**src/rtl/mii_frame_monitor.sv**
```systemverilog
// Checks framing of a multi-lane MII-style character stream: frame length, inter-packet gap
// and control-character placement, with saturating frame and error statistics.
module mii_frame_monitor #(
  parameter int unsigned NUM_LANES        = 8,
  parameter logic [7:0]  IDLE_CODE        = 8'h07,
  parameter logic [7:0]  START_CODE       = 8'hFB,
  parameter logic [7:0]  TERM_CODE        = 8'hFD,
  parameter int unsigned MIN_LEN          = 46,
  parameter int unsigned MAX_LEN          = 1500,
  parameter int unsigned MIN_IPG          = 12,
  parameter int unsigned MAX_IPG          = 40,
  parameter int unsigned CNT_W            = 16,
  parameter bit          START_LANE0_ONLY = 1'b1
) (
  input  logic                   clk,
  input  logic                   i_rst_n,
  input  logic                   i_valid,
  input  logic [8*NUM_LANES-1:0] i_data,
  input  logic [NUM_LANES-1:0]   i_ctrl,
  input  logic                   i_clear,
  output logic                   o_frame_done,
  output logic [CNT_W-1:0]       o_frame_len,
  output logic                   o_len_error,
  output logic                   o_ipg_error,
  output logic                   o_ctrl_error,
  output logic [CNT_W-1:0]       o_frame_count,
  output logic [CNT_W-1:0]       o_error_count,
  output logic                   o_busy
);

  localparam logic [CNT_W-1:0] CntMax = {CNT_W{1'b1}};
  localparam logic [CNT_W-1:0] MinLen = CNT_W'(MIN_LEN);
  localparam logic [CNT_W-1:0] MaxLen = CNT_W'(MAX_LEN);
  localparam logic [CNT_W-1:0] MinIpg = CNT_W'(MIN_IPG);
  localparam logic [CNT_W-1:0] MaxIpg = CNT_W'(MAX_IPG);
  localparam logic [4:0]       Lanes  = 5'(NUM_LANES);

  typedef enum logic [1:0] {StWaitFirst, StInFrame, StInGap} state_e;

  state_e           state_q;
  logic [CNT_W-1:0] len_q, gap_q;

  logic       start_hit, idle_err, term_hit, frame_abort, tail_err;
  logic [4:0] start_lane, term_lane;

  function automatic logic [CNT_W-1:0] sat_add(input logic [CNT_W-1:0] a, input logic [4:0] b);
    logic [CNT_W:0] sum;
    sum = {1'b0, a} + (CNT_W+1)'(b);
    return sum[CNT_W] ? CntMax : sum[CNT_W-1:0];
  endfunction

  // Lane scan. Lanes after a valid START are frame bytes and are not checked here.
  always_comb begin
    start_hit   = 1'b0;
    start_lane  = '0;
    idle_err    = 1'b0;
    term_hit    = 1'b0;
    term_lane   = '0;
    frame_abort = 1'b0;
    tail_err    = 1'b0;
    for (int k = 0; k < NUM_LANES; k++) begin
      if (!start_hit) begin
        if (i_ctrl[k] && i_data[8*k +: 8] == START_CODE && (k == 0 || !START_LANE0_ONLY)) begin
          start_hit  = 1'b1;
          start_lane = 5'(k);
        end else if (!i_ctrl[k] || i_data[8*k +: 8] != IDLE_CODE) begin
          idle_err = 1'b1;
        end
      end
      if (!term_hit) begin
        if (i_ctrl[k] && i_data[8*k +: 8] == TERM_CODE) begin
          term_hit  = 1'b1;
          term_lane = 5'(k);
        end else if (i_ctrl[k]) begin
          frame_abort = 1'b1;
        end
      end else if (!i_ctrl[k] || i_data[8*k +: 8] != IDLE_CODE) begin
        tail_err = 1'b1;
      end
    end
  end

  logic [CNT_W-1:0] len_term, len_step, gap_start, gap_step, len_load, gap_load;
  logic             len_bad, ipg_bad;

  assign len_term  = sat_add(len_q, term_lane);
  assign len_step  = sat_add(len_q, Lanes);
  assign gap_start = sat_add(gap_q, start_lane);
  assign gap_step  = sat_add(gap_q, Lanes);
  assign len_load  = CNT_W'(Lanes - 5'd1 - start_lane);
  assign gap_load  = CNT_W'(Lanes - term_lane);
  // A saturated length is treated as oversize even if MAX_LEN is unreachable.
  assign len_bad   = (len_term < MinLen) || (len_term > MaxLen) || (len_term == CntMax);
  assign ipg_bad   = (gap_start < MinIpg) || (gap_start > MaxIpg);

  assign o_busy = (state_q == StInFrame);

  always_ff @(posedge clk or negedge i_rst_n) begin
    if (!i_rst_n) begin
      state_q       <= StWaitFirst;
      len_q         <= '0;
      gap_q         <= '0;
      o_frame_done  <= 1'b0;
      o_frame_len   <= '0;
      o_len_error   <= 1'b0;
      o_ipg_error   <= 1'b0;
      o_ctrl_error  <= 1'b0;
      o_frame_count <= '0;
      o_error_count <= '0;
    end else begin
      o_frame_done <= 1'b0;
      o_len_error  <= 1'b0;
      o_ipg_error  <= 1'b0;
      o_ctrl_error <= 1'b0;

      // Statistics follow the pulses currently on the outputs; clear takes priority.
      if (i_clear) begin
        o_frame_count <= '0;
        o_error_count <= '0;
      end else begin
        if (o_frame_done && o_frame_count != CntMax) o_frame_count <= o_frame_count + CNT_W'(1);
        if ((o_len_error || o_ipg_error || o_ctrl_error) && o_error_count != CntMax) begin
          o_error_count <= o_error_count + CNT_W'(1);
        end
      end

      if (i_valid) begin
        case (state_q)
          StWaitFirst, StInGap: begin
            o_ctrl_error <= idle_err;
            if (start_hit) begin
              state_q <= StInFrame;
              len_q   <= len_load;
              if (state_q == StInGap) begin
                gap_q       <= gap_start;
                o_ipg_error <= ipg_bad;
              end
            end else if (state_q == StInGap) begin
              gap_q <= gap_step;
            end
          end
          StInFrame: begin
            if (frame_abort) begin
              o_ctrl_error <= 1'b1;
              state_q      <= StWaitFirst;
            end else if (term_hit) begin
              len_q        <= len_term;
              o_frame_len  <= len_term;
              o_frame_done <= 1'b1;
              o_len_error  <= len_bad;
              o_ctrl_error <= tail_err;
              gap_q        <= gap_load;
              state_q      <= StInGap;
            end else begin
              len_q <= len_step;
            end
          end
          default: state_q <= StWaitFirst;
        endcase
      end
    end
  end

endmodule

```
**config.mk**
```make
export PLATFORM = sky130hd
export DESIGN_NAME = mii_frame_monitor
export DESIGN_NICKNAME = d
export VERILOG_FILES = /design/src/rtl/mii_frame_monitor.sv
export SDC_FILE = /design/constraint.sdc
export NUM_CORES = 1
export LEC_CHECK = 0
export ABC_AREA = 1
export CELL_PAD_IN_SITES_DETAIL_PLACEMENT = 1
export CELL_PAD_IN_SITES_GLOBAL_PLACEMENT = 1
export CORE_MARGIN = 2
export CORE_UTILIZATION = 35
export DETAILED_ROUTE_END_ITERATION = 8
export PLACE_DENSITY = 0.79
export SLEW_MARGIN = 40
export SYNTH_ARGS = -nofsm -noshare
export SYNTH_HDL_FRONTEND = slang
export SYNTH_SLANG_ARGS = --single-unit
```
**constraint.sdc**
```tcl
create_clock -name clk -period 6.62 [get_ports clk]
set_input_delay 1.324 -clock clk [delete_from_list [all_inputs] [get_ports clk]]
set_output_delay 1.324 -clock clk [all_outputs]
set_load 0.005 [all_outputs]
```
# Word-level counts from Yosys, hierarchy flattened
# Cells that the tools add are included.
# op_classes
eq_ne	28
muxes	119
n_addsub	6
n_lt_le_gt_ge	4
bitwise_logic	1
n_reduce_logical	41
# op_table
op	count
16-bit two-way mux	14
1-bit two-way mux	86
8-bit equality test (second input constant)	9
8-bit by 3-bit inequality test with 1-bit output (second input constant)	8
16-bit case mux with 2 select lines	2
5-bit two-way mux	12
16-bit by 4-bit adder with 17-bit output (second input constant)	2
16-bit by 1-bit adder with 16-bit output (second input constant)	2
16-bit inequality test (second input constant)	2
16-bit by 5-bit adder with 17-bit output	1
16-bit equality test (second input constant)	1
16-bit by 11-bit > comparator with 1-bit output (second input constant)	1
16-bit by 6-bit > comparator with 1-bit output (second input constant)	1
16-bit by 4-bit less-than comparator with 1-bit output (second input constant)	1
16-bit by 6-bit less-than comparator with 1-bit output (second input constant)	1
1-bit logical OR	13
1-bit logical AND	11
1-bit logical NOT	8
2-bit inequality test (second input constant)	4
4-bit AND reduction	2
2-bit two-way mux	3
6-bit AND reduction	1
2-bit nonzero test	3
4-bit by 5-bit subtractor with 6-bit output (first input constant)	1
other kinds (10)	10
# totals
reg_bits	86
wordCells	209
in_bits	76
out_inout_bits	53

# Logic depth before layout (Yosys ltp)
# logic_depth
ltp_word	27
ltp_mapped	30

# Least setup slack after synthesis
# Ideal clock, no wire load.
# synth_timing
path_kind	input -> register
start	input i_data[5]
end	register o_len_error
arrival_ns	3.919
n_path_buf	0
setup_ns	0.116
path_slack_ns	2.586
stages	29
cell_sequence	nand2_1 -> nor2_2 -> nand3_2 -> nand2_1 -> inv_1 -> nand3_1 -> nand2_1 -> nand2_1 -> nand2_1 -> nand2_1 -> nand2_1 -> inv_1 -> ha_1 -> inv_1 -> fa_1 -> inv_1 -> a21oi_1 -> nor2_1 -> nand2_1 -> nor2_2 -> inv_2 -> nand3_1 -> inv_1 -> nand3_1 -> nor2_1 -> nand3_1 -> nand2_1 -> nor2_1 -> nor2_1
# synth_between
elab_chain_cells	27
# synth_lines
element	line_no	rtl
from (decl)	18	input logic [8*NUM_LANES-1:0] i_data,
8-bit equality test *	71	if (i_ctrl[k] && i_data[8*k +: 8] == TERM_CODE) begin
1-bit logical AND *	71	
branches (longest 22 deep; another with 5-bit two-way mux)	-	
1-bit two-way mux *	143	if (frame_abort) begin
1-bit two-way mux *	128	case (state_q)
1-bit two-way mux *	127	if (i_valid) begin
to (signal assigned)	150	o_len_error <= len_bad;
to (decl)	23	output logic o_len_error,
# Mark *: on every way between the ends.
# A chain may end at the register's enable or synchronous reset.

# Worst setup path in the final report
# Ends and elaborated chain as after synthesis.

==> impl_metrics.csv <==
group,metric,value,unit
outcome,run_status,"finished, final reports clean",
logic_synthesis,synthCells,890,
logic_synthesis,synth-seq-cells,86,
clock_network,cts-root-buf,"clkbuf_16",
logic_synthesis,synth_top_family_by_area,"simple AND/OR/NAND/NOR gates",
layout,fillers,2217,
layout,nNetsFinal,1101,
drt,wl_per_cell,14.9,microns
global_route,grt_overflow,0,
min_path,hold_class,"reg -> reg",
logic_synthesis,ys_types,45,
global_route,antenna_found_initial,0,
floorplan,start_util,0.357,
layout,multi_input_area,3510,sq um
clock_network,postCtsHoldBufs,0,
layout,seq_area,2150,sq um
logic_synthesis,seq_area_frac_synth,0.349,
floorplan,fp.dieW,137,microns
drt,viasPerCell,5.08,
critical_path,end_kind,"register",
timing,max_freq,0.214,GHz
logic_synthesis,synth_fa_ha_area_frac,0.0195,
timing,min_period_over_period,0.706,
clock_network,post-cts-setup-buffers,0,
drt,remaining_drc_errors,0,
global_route,gr-usage-met2,0.365,
drt,antenna_left,0,
flow_run,cap_violations,0,
global_route,first_global_vias,6483,
timing,finalClockSkew,9.73,ps
drt,wl,18.6,mm
layout,drive_above_1_share,0.0823,
timing,rsz0062_at_grt,"no",
global_route,grt_start_max_net_pins,78,
logic_synthesis,synth-simple-area-share,0.392,
global_route,grt_use_total,0.207,
layout,antenna_cells,0,
timing,period_minus_slack,4680,ps
clock_network,cts-buffers-inserted,9,
logic_synthesis,syn_area,6160,sq um
drt,drtPass1Iterations,4,
pwr,p_per_area,189,nW/um^2
critical_path,path_buf_inv,7,
clock_network,htreeDepth,3,
logic_synthesis,synth_nets,975,
timing,tns,0,ps
timing,drv_slew,0,
place,dp_hpwl,14.7,mm
floorplan,fp.dieH,137,microns
floorplan,die_area,18700,sq um
timing,maxSlewHeadroom,0.508,
global_route,grt_busiest_layer,"met2",
drt,vias,6325,
pwr,p_leak,3.54,nW
critical_path,crit_fanout,5,
place,port-buffer-count,128,
critical_path,crit_path_frequent_cell,"nand2_1",
clock_network,cts_sinks,86,
clock_network,cts_tree,"yes",
drt,drt_iter0_drc,268,
logic_synthesis,ys_warn_count,0,
clock_network,clock_path_buffers,2,
floorplan,top_level_ports,129,
pwr,ir_drop,0.000136,V
critical_path,cp_slowest_stage_delay,480,ps
logic_synthesis,synth.area.mux_share,0,
floorplan,row_count,48,
timing,hold_slack,472,ps
critical_path,critPathSlowestCell,"clkdlybuf4s50_1",
global_route,grtUsageMet3,0.0315,
critical_path,cp_top_family,"simple AND/OR/NAND/NOR gates",
critical_path,worstSetupPathType,"in -> reg",
critical_path,cp.arrival,4900,ps
timing,tightest_slew,733,ps
critical_path,required,6840,ps
critical_path,startpoint_type,"input port",
global_route,grt_pass1_wl,31.2,mm
clock_network,clkTransAtPathRegs,70,ps
logic_synthesis,syn_area_per_cell,6.92,sq um
logic_synthesis,synth_xor_area_frac,0.0213,
global_route,use_met1,0.267,
logic_synthesis,synth_compound_area_frac,0.137,
clock_network,cts_resized,0,
timing,setup_viol,0,
floorplan,coreArea,17200,sq um
place,gp_congestion,0.833,
clock_network,clk_latency,350,ps
timing,finalHoldViolCount,0,
layout,area_growth,28.6,%
report_power, final:
group / switching (mW) / leakage, nW / internal, mW
logic: 0.234 / 2.22 / 0.144
registers: 0.0435 / 1.18 / 0.550
clock network: 0.228 / 0.144 / 0.296
cell families after synthesis:
| logic type | after synthesis |
|---|---|
| adders and majority gates | 9 |
| AOI/OAI and AO/OA | 145 |
| xor gates and xnor gates | 15 |
| buffers and inverters | 118 |
| and+or+nand+nor | 517 |
| DFF | 86 |
sequential cells by signal, summed over array words and instances (netlist names):
signal and count:
gap_q 16, len_q 16, o_frame_count 16, o_error_count 16, o_len_error 1, state_q 2, o_frame_done 1, o_ctrl_error 1
o_frame_len 16, o_ipg_error 1
cells in the mapped netlist (all sizes together):
cell type	number	area share
dfrtp	86	0.35
xnor2	5	0.0071
o21bai	3	0.0037
buf	11	0.016
nor3	30	0.026
clkbuf	4	0.0024
a22oi	7	0.0085
nand3b	3	0.0037
or3	1	0.0010
ha	8	0.016
o211a	1	0.0016
o21ai	76	0.073
clkinv	1	0.00061
inv	102	0.062
nand2	259	0.17
nand3	59	0.056
nor3b	4	0.0049
a31oi	2	0.0020
o211ai	1	0.0012
a31o	1	0.0014
o311ai	1	0.0014
nor2	121	0.092
and3	1	0.0010
nand2b	1	0.0010
nand4	24	0.024
a21oi	50	0.041
fa	1	0.0032
o31ai	3	0.0037
nor4	11	0.011
xor2	10	0.014
or2	3	0.0030
path summary, 6_finish.rpt:
check / end / start / cells past startpoint / slack, ps
setup / recovery: o_len_error$_DFF_PN0_ / i_data[5] / 30 / 1940
hold / removal: o_frame_len[15]$_DFFE_PN0P_ / o_frame_len[15]$_DFFE_PN0P_ / 2 / 470
setup reg to reg: o_len_error$_DFF_PN0_ / len_q[0]$_DFFE_PN0P_ / 14 / 4110
hold reg to reg: o_frame_len[15]$_DFFE_PN0P_ / o_frame_len[15]$_DFFE_PN0P_ / 2 / 470
max in group asynchronous: o_frame_len[1]$_DFFE_PN0P_ / i_rst_n / 2 / 4910
min in group asynchronous: gap_q[15]$_DFFE_PN0P_ / i_rst_n / 1 / 810
layout make-up:
cell class,instances,share of cell area
tap,225,0.0355
multi-input combinational,686,0.443
clock inverter,6,0.00868
clock buffer,10,0.0289
sequential,86,0.272
timing repair buffer,130,0.164
inverter,103,0.0488
placed cells by master, fill, tap and decap left out, types with 3 or more instances in the layout:
master and count:
nor4_1 11, clkbuf_16 9, a21oi_1 50, o21ai_0 42, nand3_4 3, o31ai_1 3, nor2_2 7, xor2_1 10
xnor2_1 5, inv_6 3, nor3_1 29, nand3_2 3, nand2_2 11, inv_1 94, nand3b_1 3, dfrtp_1 86
ha_1 8, o21bai_1 3, o21ai_2 18, nand2_1 244, nand4_1 24, clkdlybuf4s50_1 127, o21ai_1 16, nor2_4 4
nor3b_1 4, inv_2 8, nand3_1 53, a22oi_1 7, nand2_4 4, nor2_8 4, nor2_1 106
per-layer routing:
| metal | vias up | routed length (microns) |
|---|---|---|
| li1 | 3178 | - |
| met1 | 3015 | 8460 |
| met2 | 119 | 9110 |
| met3 | 13 | 862 |
| met4 | 0 | 175 |
| met5 | - | 0 |
through the flow:
step	std cells	setup slack (ps)	power [mW]	cell area (sq um)	utilization
CTS	1246	1930	1.52	7930	0.460
finish	1246	1940	1.50	7930	0.460
global placement	1230	1770	0.973	7620	0.442
floorplan	890	2590	0.843	6160	-
detailed placement	1230	1580	0.984	7630	0.443
global route	1246	1430	1.58	7930	0.460
tightest hold or removal path: stages (launching register included):
cell,delay (ps)
dfrtp_1,340
nand2_1,50
nand2_1,40
(Power assumes the default switching activity.)
